`config.mk`:
```
export PLATFORM = sky130hd
export DESIGN_NAME = lfsr_keystream_gen
export DESIGN_NICKNAME = d
export VERILOG_FILES = /design/src/rtl/lfsr_keystream_gen.sv
export SDC_FILE = /design/constraint.sdc
export NUM_CORES = 1
export LEC_CHECK = 0
export BUFFER_PORTS_ARGS = -buffer_cell sky130_fd_sc_hd__buf_4
export CORE_MARGIN = 2
export CORE_UTILIZATION = 45
export CTS_CLUSTER_SIZE = 28
export DETAILED_ROUTE_END_ITERATION = 7
export GPL_ROUTABILITY_DRIVEN = 0
export MAX_ROUTING_LAYER = met4
export PLACE_DENSITY_LB_ADDON = 0.05
export SYNTH_ARGS = -nofsm -noshare
export SYNTH_HDL_FRONTEND = slang
export SYNTH_SLANG_ARGS = --single-unit
```
`constraint.sdc`:
```
create_clock -name clk -period 2.3 [get_ports clk]
set_input_delay 0.23 -clock clk [delete_from_list [all_inputs] [get_ports clk]]
set_output_delay 0.23 -clock clk [all_outputs]
set_load 0.005 [all_outputs]
```
`src/rtl/lfsr_keystream_gen.sv`:
```
// LFSR keystream generator.
// A Fibonacci or Galois LFSR with a loadable seed and tap mask. A run produces
// `rounds` keystream bits, one per cycle, presented on bit_out/bit_valid and
// shifted into a packed capture register with the most recent bit at the LSB.
//
// state  | meaning
// -------+-----------------------------------------------------------
// IDLE   | waiting; load and start are accepted only here
// RUN    | one keystream bit presented per cycle, LFSR advances each edge
// DONE   | one-cycle completion pulse, then back to IDLE
module lfsr_keystream_gen #(
    parameter int              WIDTH = 16,
    parameter int              CNT_W = 8,
    parameter int              OUT_W = 32,
    parameter logic [WIDTH-1:0] SEED  = 16'hACE1,
    parameter logic [WIDTH-1:0] TAPS  = 16'hB400
) (
    input  logic             clk,
    input  logic             reset,
    input  logic [WIDTH-1:0] seed_in,
    input  logic [WIDTH-1:0] taps_in,
    input  logic             mode,
    input  logic             load,
    input  logic             start,
    input  logic [CNT_W-1:0] rounds,
    output logic             busy,
    output logic             done,
    output logic             bit_out,
    output logic             bit_valid,
    output logic [OUT_W-1:0] bitstream,
    output logic [WIDTH-1:0] state_out,
    output logic             seed_err
);

    typedef enum logic [1:0] {
        S_IDLE = 2'd0,
        S_RUN  = 2'd1,
        S_DONE = 2'd2
    } fsm_t;

    localparam logic [WIDTH-1:0] STATE_ONE = {{(WIDTH-1){1'b0}}, 1'b1};

    fsm_t             r_fsm;
    fsm_t             w_fsm_next;
    logic [WIDTH-1:0] r_state;
    logic [WIDTH-1:0] r_taps;
    logic [CNT_W-1:0] r_cnt;
    logic             r_mode;
    logic [OUT_W-1:0] r_bitstream;
    logic             r_seed_err;

    logic             w_load_acc;
    logic             w_start_acc;
    logic             w_run;
    logic [WIDTH-1:0] w_fib_next;
    logic [WIDTH-1:0] w_gal_next;
    logic [WIDTH-1:0] w_state_next;

    assign w_load_acc  = (r_fsm == S_IDLE) && load;
    assign w_start_acc = (r_fsm == S_IDLE) && start;
    assign w_run       = (r_fsm == S_RUN);

    assign w_fib_next   = {^(r_state & r_taps), r_state[WIDTH-1:1]};
    assign w_gal_next   = {1'b0, r_state[WIDTH-1:1]} ^ (r_state[0] ? r_taps : '0);
    assign w_state_next = r_mode ? w_gal_next : w_fib_next;

    // Bits are presented straight from the state register so the first bit is
    // visible in the first RUN cycle, and the edge that ends the cycle commits it.
    assign bit_out   = w_run & r_state[0];
    assign bitstream = r_bitstream;
    assign state_out = r_state;
    assign seed_err  = r_seed_err;

    // FSM state register.
    always_ff @(posedge clk) begin
        if (reset) begin
            r_fsm <= S_IDLE;
        end else begin
            r_fsm <= w_fsm_next;
        end
    end

    // FSM next-state and status outputs.
    always_comb begin
        w_fsm_next = r_fsm;
        busy       = 1'b0;
        done       = 1'b0;
        bit_valid  = 1'b0;
        case (r_fsm)
            S_IDLE: begin
                if (start) begin
                    w_fsm_next = (rounds == '0) ? S_DONE : S_RUN;
                end
            end
            S_RUN: begin
                busy      = 1'b1;
                bit_valid = 1'b1;
                if (r_cnt <= CNT_W'(1)) begin
                    w_fsm_next = S_DONE;
                end
            end
            S_DONE: begin
                busy       = 1'b1;
                done       = 1'b1;
                w_fsm_next = S_IDLE;
            end
            default: begin
                w_fsm_next = S_IDLE;
            end
        endcase
    end

    // LFSR state, taps, round counter and capture register.
    // Load is only accepted in IDLE and RUN advances are only in RUN, so the
    // two never collide; a same-cycle load+start therefore runs from the new seed.
    always_ff @(posedge clk) begin
        if (reset) begin
            r_state     <= SEED;
            r_taps      <= TAPS;
            r_cnt       <= '0;
            r_mode      <= 1'b0;
            r_bitstream <= '0;
            r_seed_err  <= 1'b0;
        end else begin
            if (w_load_acc) begin
                r_taps <= taps_in;
                if (seed_in == '0) begin
                    r_state    <= STATE_ONE;
                    r_seed_err <= 1'b1;
                end else begin
                    r_state    <= seed_in;
                    r_seed_err <= 1'b0;
                end
            end
            if (w_start_acc) begin
                r_bitstream <= '0;
                r_cnt       <= rounds;
                r_mode      <= mode;
            end
            if (w_run) begin
                r_state     <= w_state_next;
                r_bitstream <= {r_bitstream[OUT_W-2:0], r_state[0]};
                if (r_cnt != '0) begin
                    r_cnt <= r_cnt - CNT_W'(1);
                end
            end
        end
    end

endmodule

```
# [After elaboration in Yosys (flattened, before gate mapping)]
# Cells that the tools add are included.
[op_classes] mul=0 n_reduce_logical=11 shifts=0 div=0 n_lt_le_gt_ge=1 eq_ne=4 bitwise=3 n_addsub=1 n_mux=18
[op_table] op="two-way mux 16 bit" count=5
[op_table] op="two-way mux 32 bit" count=2
[op_table] op="two-way mux 8 bit" count=3
[op_table] op="AND 16 bit" count=1
[op_table] op="logical NOT 16 bit" count=1
[op_table] op="parity 16 bit" count=1
[op_table] op="XOR 15 x 16 -> 16 bit" count=1
[op_table] op="<= comparator 8 x 1 -> 1 bit (second input constant)" count=1
[op_table] op="logical NOT 8 bit" count=1
[op_table] op="nonzero test 8 bit" count=1
[op_table] op="subtractor 8 x 1 -> 8 bit (second input constant)" count=1
[op_table] op="two-way mux 2 bit" count=3
[op_table] op="two-way mux 1 bit" count=4
[op_table] op="one-hot mux 2 bit (2 select lines)" count=1
[op_table] op="nonzero test 2 bit" count=2
[op_table] op="equality test 2 x 1 -> 1 bit (second input constant)" count=1
[op_table] op="equality test 2 bit (second input constant)" count=1
[op_table] op="logical AND 1 bit" count=2
[op_table] op="logical NOT 2 bit" count=1
[op_table] op="!= test 2 x 1 -> 1 bit (second input constant)" count=1
[op_table] op="!= test 2 bit (second input constant)" count=1
[op_table] op="AND reduction 2 bit" count=1
[op_table] op="OR reduction 2 bit" count=1
[op_table] op="AND 1 bit" count=1
[word_totals] ramBits=0 elab_cells=45 latchBits=0 n_memories=0 rom_bits=0 in_bits=45 regBits=76

# [Longest topological paths before layout]
[logic_depth] ltp_word=5 ltp_mapped=9

# [Least setup slack after synthesis]
# No wires, ideal clock.
[synth_path] kind="reg-to-reg" start="register r_fsm[1]" end="register r_cnt[7]" path_buffers=1 stages_incl_launch_ff=8 slack_ps=612 arrival_time_ps=1558 period_less_slack_ps=1688 cell_sequence="dfxtp_1 inv_1 ha_1 buf_2 inv_2 or4_1 a22oi_1 nor3_2"
[synth_via] elab_chain_len=5 elab_cells_between_ends=6
[synth_rtl] element="start, declared" line="43" text="fsm_t r_fsm;"
[synth_rtl] element="start signal, assigned" line="79" text="r_fsm <= w_fsm_next;"
[synth_rtl] element="logical NOT 2 bit" line="60" text="assign w_start_acc = (r_fsm == S_IDLE) && start;"
[synth_rtl] element="logical AND 1 bit" line="60"
[synth_rtl] element="two-way mux 8 bit" line="135" text="if (w_start_acc) begin"
[synth_rtl] element="two-way mux 8 bit" line="143" text="if (r_cnt != '0) begin"
[synth_rtl] element="two-way mux 8 bit *" line="140" text="if (w_run) begin"
[synth_rtl] element="end signal, assigned" line="137" text="r_cnt <= rounds;"
[synth_rtl] element="end signal, assigned" line="144" text="r_cnt <= r_cnt - CNT_W'(1);"
[synth_rtl] element="end, declared" line="47" text="logic [CNT_W-1:0] r_cnt;"
# Mark *: on every way between the ends. The rest lies on a longest branch, timed or not.
# A chain may end at the register's enable or synchronous reset.

# [Worst setup path in the final report]
[layout_path] start="register r_fsm[1]" end="output port bit_out"
[layout_via] elab_chain_len=2
[layout_rtl] element="equality test 2 x 1 -> 1 bit" line="61" text="assign w_run = (r_fsm == S_RUN);"
[layout_rtl] element="AND 1 bit" line="69" text="assign bit_out = w_run & r_state[0];"
[layout_rtl] element="end, declared" line="28" text="output logic bit_out,"
# Every way passes these cells.

==> impl_metrics.env <==
export IMPL_outcome="finished clean"
export IMPL_setup_tns_ns=0
export IMPL_ys_seq_elements=76
export IMPL_ys_flop_type="dfxtp_1"
export IMPL_via_per_inst=5.401
export IMPL_p_leak_nw=2.055
export IMPL_cap_violations=0
export IMPL_reg2reg_depth=7
export IMPL_clock_sinks=76
export IMPL_power_density_nw_per_um2=857.7
export IMPL_overflow=0
export IMPL_diodes=0
export IMPL_cp_start_kind="flip-flop"
export IMPL_maxSlewViolCount=0
export IMPL_avgSynthCellArea_um2=7.794
export IMPL_yosysWarnings=0
export IMPL_final_nets=603
export IMPL_syn_area_um2=3640
export IMPL_synth_top_area_share_pct=41.80
export IMPL_worst_clock_skew_ns=0.01294
export IMPL_ys_types=42
export IMPL_ys_async_sr_fraction_pct=0
export IMPL_setup_viol=0
export IMPL_yosys_area_top_type="dfxtp_1"
export IMPL_seq_area_frac_synth_pct=41.80
export IMPL_rsz0062_at_grt="no"
export IMPL_globalRouteMet2Util_pct=37.56
export IMPL_routedWlPerCell_um=15.09
export IMPL_synth_area_top_cells="dfxtp_1 (42%), nand2_1 (10%), a21oi_1 (8.4%)"
export IMPL_finalCriticalPeriod_ns=1.964
export IMPL_fmax_mhz=509.1
export IMPL_min_from="seed_in[5]"
export IMPL_die_area_um2=8824
export IMPL_areaGrowthSynthToFinish_pct=28.50
export IMPL_grt_max_degree=77
export IMPL_cts_tree="yes"
export IMPL_drive_above_1_share_pct=23.88
export IMPL_grt_pass1_wl_um=16040
export IMPL_crit_required_ns=2.07
export IMPL_grt_usage_pct=23.12
export IMPL_grt_antenna_before_repair=0
export IMPL_rr_startpoint="r_fsm[0]"
export IMPL_reg2reg_slack_ns=0.39
export IMPL_yosysMostFrequentCell="nand2_1"
export IMPL_port_buffers=97
export IMPL_worst_pin_slew_ns=0.8088
export IMPL_synth_commonest_cells="nand2_1 (97), dfxtp_1 (76), a21oi_1 (61)"
export IMPL_drc=0
export IMPL_gr_usage_met1_pct=29.19
export IMPL_peakVddDrop_uv=395.7
export IMPL_cts_root_buf="clkbuf_8"
export IMPL_first_iter_violations=163
export IMPL_final_antenna_net_count=0
export IMPL_detailed_place_hpwl_um=6781
export IMPL_ctsLongestPathBuffers=2
export IMPL_hold_end="state_out[5]"
export IMPL_insertion_delay_ns=0.34
export IMPL_core_region_area_um2=7767
export IMPL_synth_edf_count=0
export IMPL_vias=3559
export IMPL_synth_cells=467
export IMPL_die_x_um=93.94
export IMPL_rr_endpoint="bitstream[29]"
export IMPL_whs_path_depth=3
export IMPL_initial_core_util_pct=46.86
export IMPL_min_path_type="input port to flip-flop"
export IMPL_crit_arrival_ns=1.73
export IMPL_critPathKind="flip-flop to output port"
export IMPL_cts_inserted_buffers=9
export IMPL_final_hold_viol_count=0
export IMPL_grt_pass1_vias=3413
export IMPL_clkTransAtPathRegs_ns=0.08
export IMPL_fin_crit_sh_pct=85.41
export IMPL_wl_um=9946
export IMPL_slew_headroom_pct=46.08
export IMPL_path_max_fanout=33
export IMPL_h_tree_depth=3
export IMPL_row_count=32
export IMPL_p_total_mw=4.011
export IMPL_crit_path_end_kind="output port"
export IMPL_ioPinCount=98
export IMPL_synth_nets=518
export IMPL_postCtsSetupBuffers=0
export IMPL_grt_busiest_layer="met2"
export IMPL_die_y_um=93.94
export IMPL_grt_use_met3_pct=4.254
export IMPL_post_cts_resized=0
export IMPL_dr_pass1_iters=4
export IMPL_ctsHoldBuffers=0
## per-layer routing
| metal | vias up | wire length [µm] |
|---|---|---|
| li1 | 1767 | - |
| met5 | - | 0 |
| met1 | 1643 | 4339 |
| met4 | 0 | 157 |
| met3 | 21 | 729 |
| met2 | 128 | 4720 |
## metrics by stage
stage | worst slack, ns | util, % | hold WS [ns] | area [µm²] | instances
floorplan | 0.6122 | - | 0.3290 | 3640 | 467
global placement | 0.4771 | 57.12 | 0.4378 | 4437 | 643
detailed placement | 0.4241 | 57.12 | 0.4392 | 4437 | 643
CTS | 0.3273 | 60.21 | 0.08165 | 4677 | 659
global route | 0.2033 | 60.21 | 0.09993 | 4677 | 659
finish | 0.3356 | 60.21 | 0.09114 | 4677 | 659
## power breakdown
group	internal (mW)	total, mW	switching, mW
sequential	1.44	1.60	0.157
clock	0.721	1.22	0.502
combinational	0.532	1.19	0.654
total	2.70	4.01	1.31
## critical path, cell delays in order, from the launching register on
cell     delay (ns)
dfxtp_1        0.32
inv_1          0.09
ha_2           0.28
buf_4          0.36
and2_1         0.21
buf_4          0.11
## how the worst max path moves through the flow
stage	from	end	slack, ns
final	r_fsm[1]	bit_out	0.34
after global routing	r_fsm[0]	bitstream[29]	0.20
after detailed placement	r_fsm[0]	bitstream[29]	0.42
after global placement	r_fsm[1]	bitstream[3]	0.48
after CTS	r_fsm[1]	bit_out	0.33
after floorplan	r_fsm[1]	r_cnt[7]	0.61
## registers in the layout (all words and copies together), names as in the netlist
name and count:
bitstream 32, r_cnt 8, r_fsm 2, r_mode 1, r_taps 16, seed_err 1
state_out 16
## cell usage in the layout, fill, tap and decap left out, drive strengths merged, types with 2 or more instances in the layout
master    Yosys  final
ha            6      6
or2           2      2
nor3          9      9
inv           7      7
xnor2        23     23
a221oi       10     10
a31oi         3      3
a21o          2      2
and2          5      5
nand3b        5      5
and3         38     38
dfxtp        76     76
a311oi        3      3
bufinv        0      3
clkbuf       23     10
clkinvlp      0      3
nor2         51     51
a32oi         3      3
xor2          7      7
a211oi        4      4
a21oi        61     61
nor4          7      7
nand3         3      3
nand2        98     98
o21ai         4      4
buf           9    106
## kinds of logic (layout without fill, tap and decap cells)
family                     after synthesis  count (layout)  share of synthesized area (%)
AOI/OAI and AO/OA                       95              95                          16.40
DFF                                     76              76                          41.80
adders and majority gates                6               6                          2.063
and+or+nand+nor                        221             221                          28.26
xor gates and xnor gates                30              30                          7.219
buffers and inverters                   39             129                          4.262
## area by class of cell
| cell class | instances | area (µm²) |
|---|---|---|
| Tap cell | 102 | 127.6 |
| Clock buffer | 10 | 127.6 |
| Inverter | 7 | 26.28 |
| Timing Repair Buffer | 106 | 795.8 |
| Fill cell | 744 | 3090 |
| Sequential cell | 76 | 1521 |
| Clock inverter | 6 | 112.6 |
| Multi-Input combinational cell | 352 | 1966 |
Power figures use the tool's default switching activity.
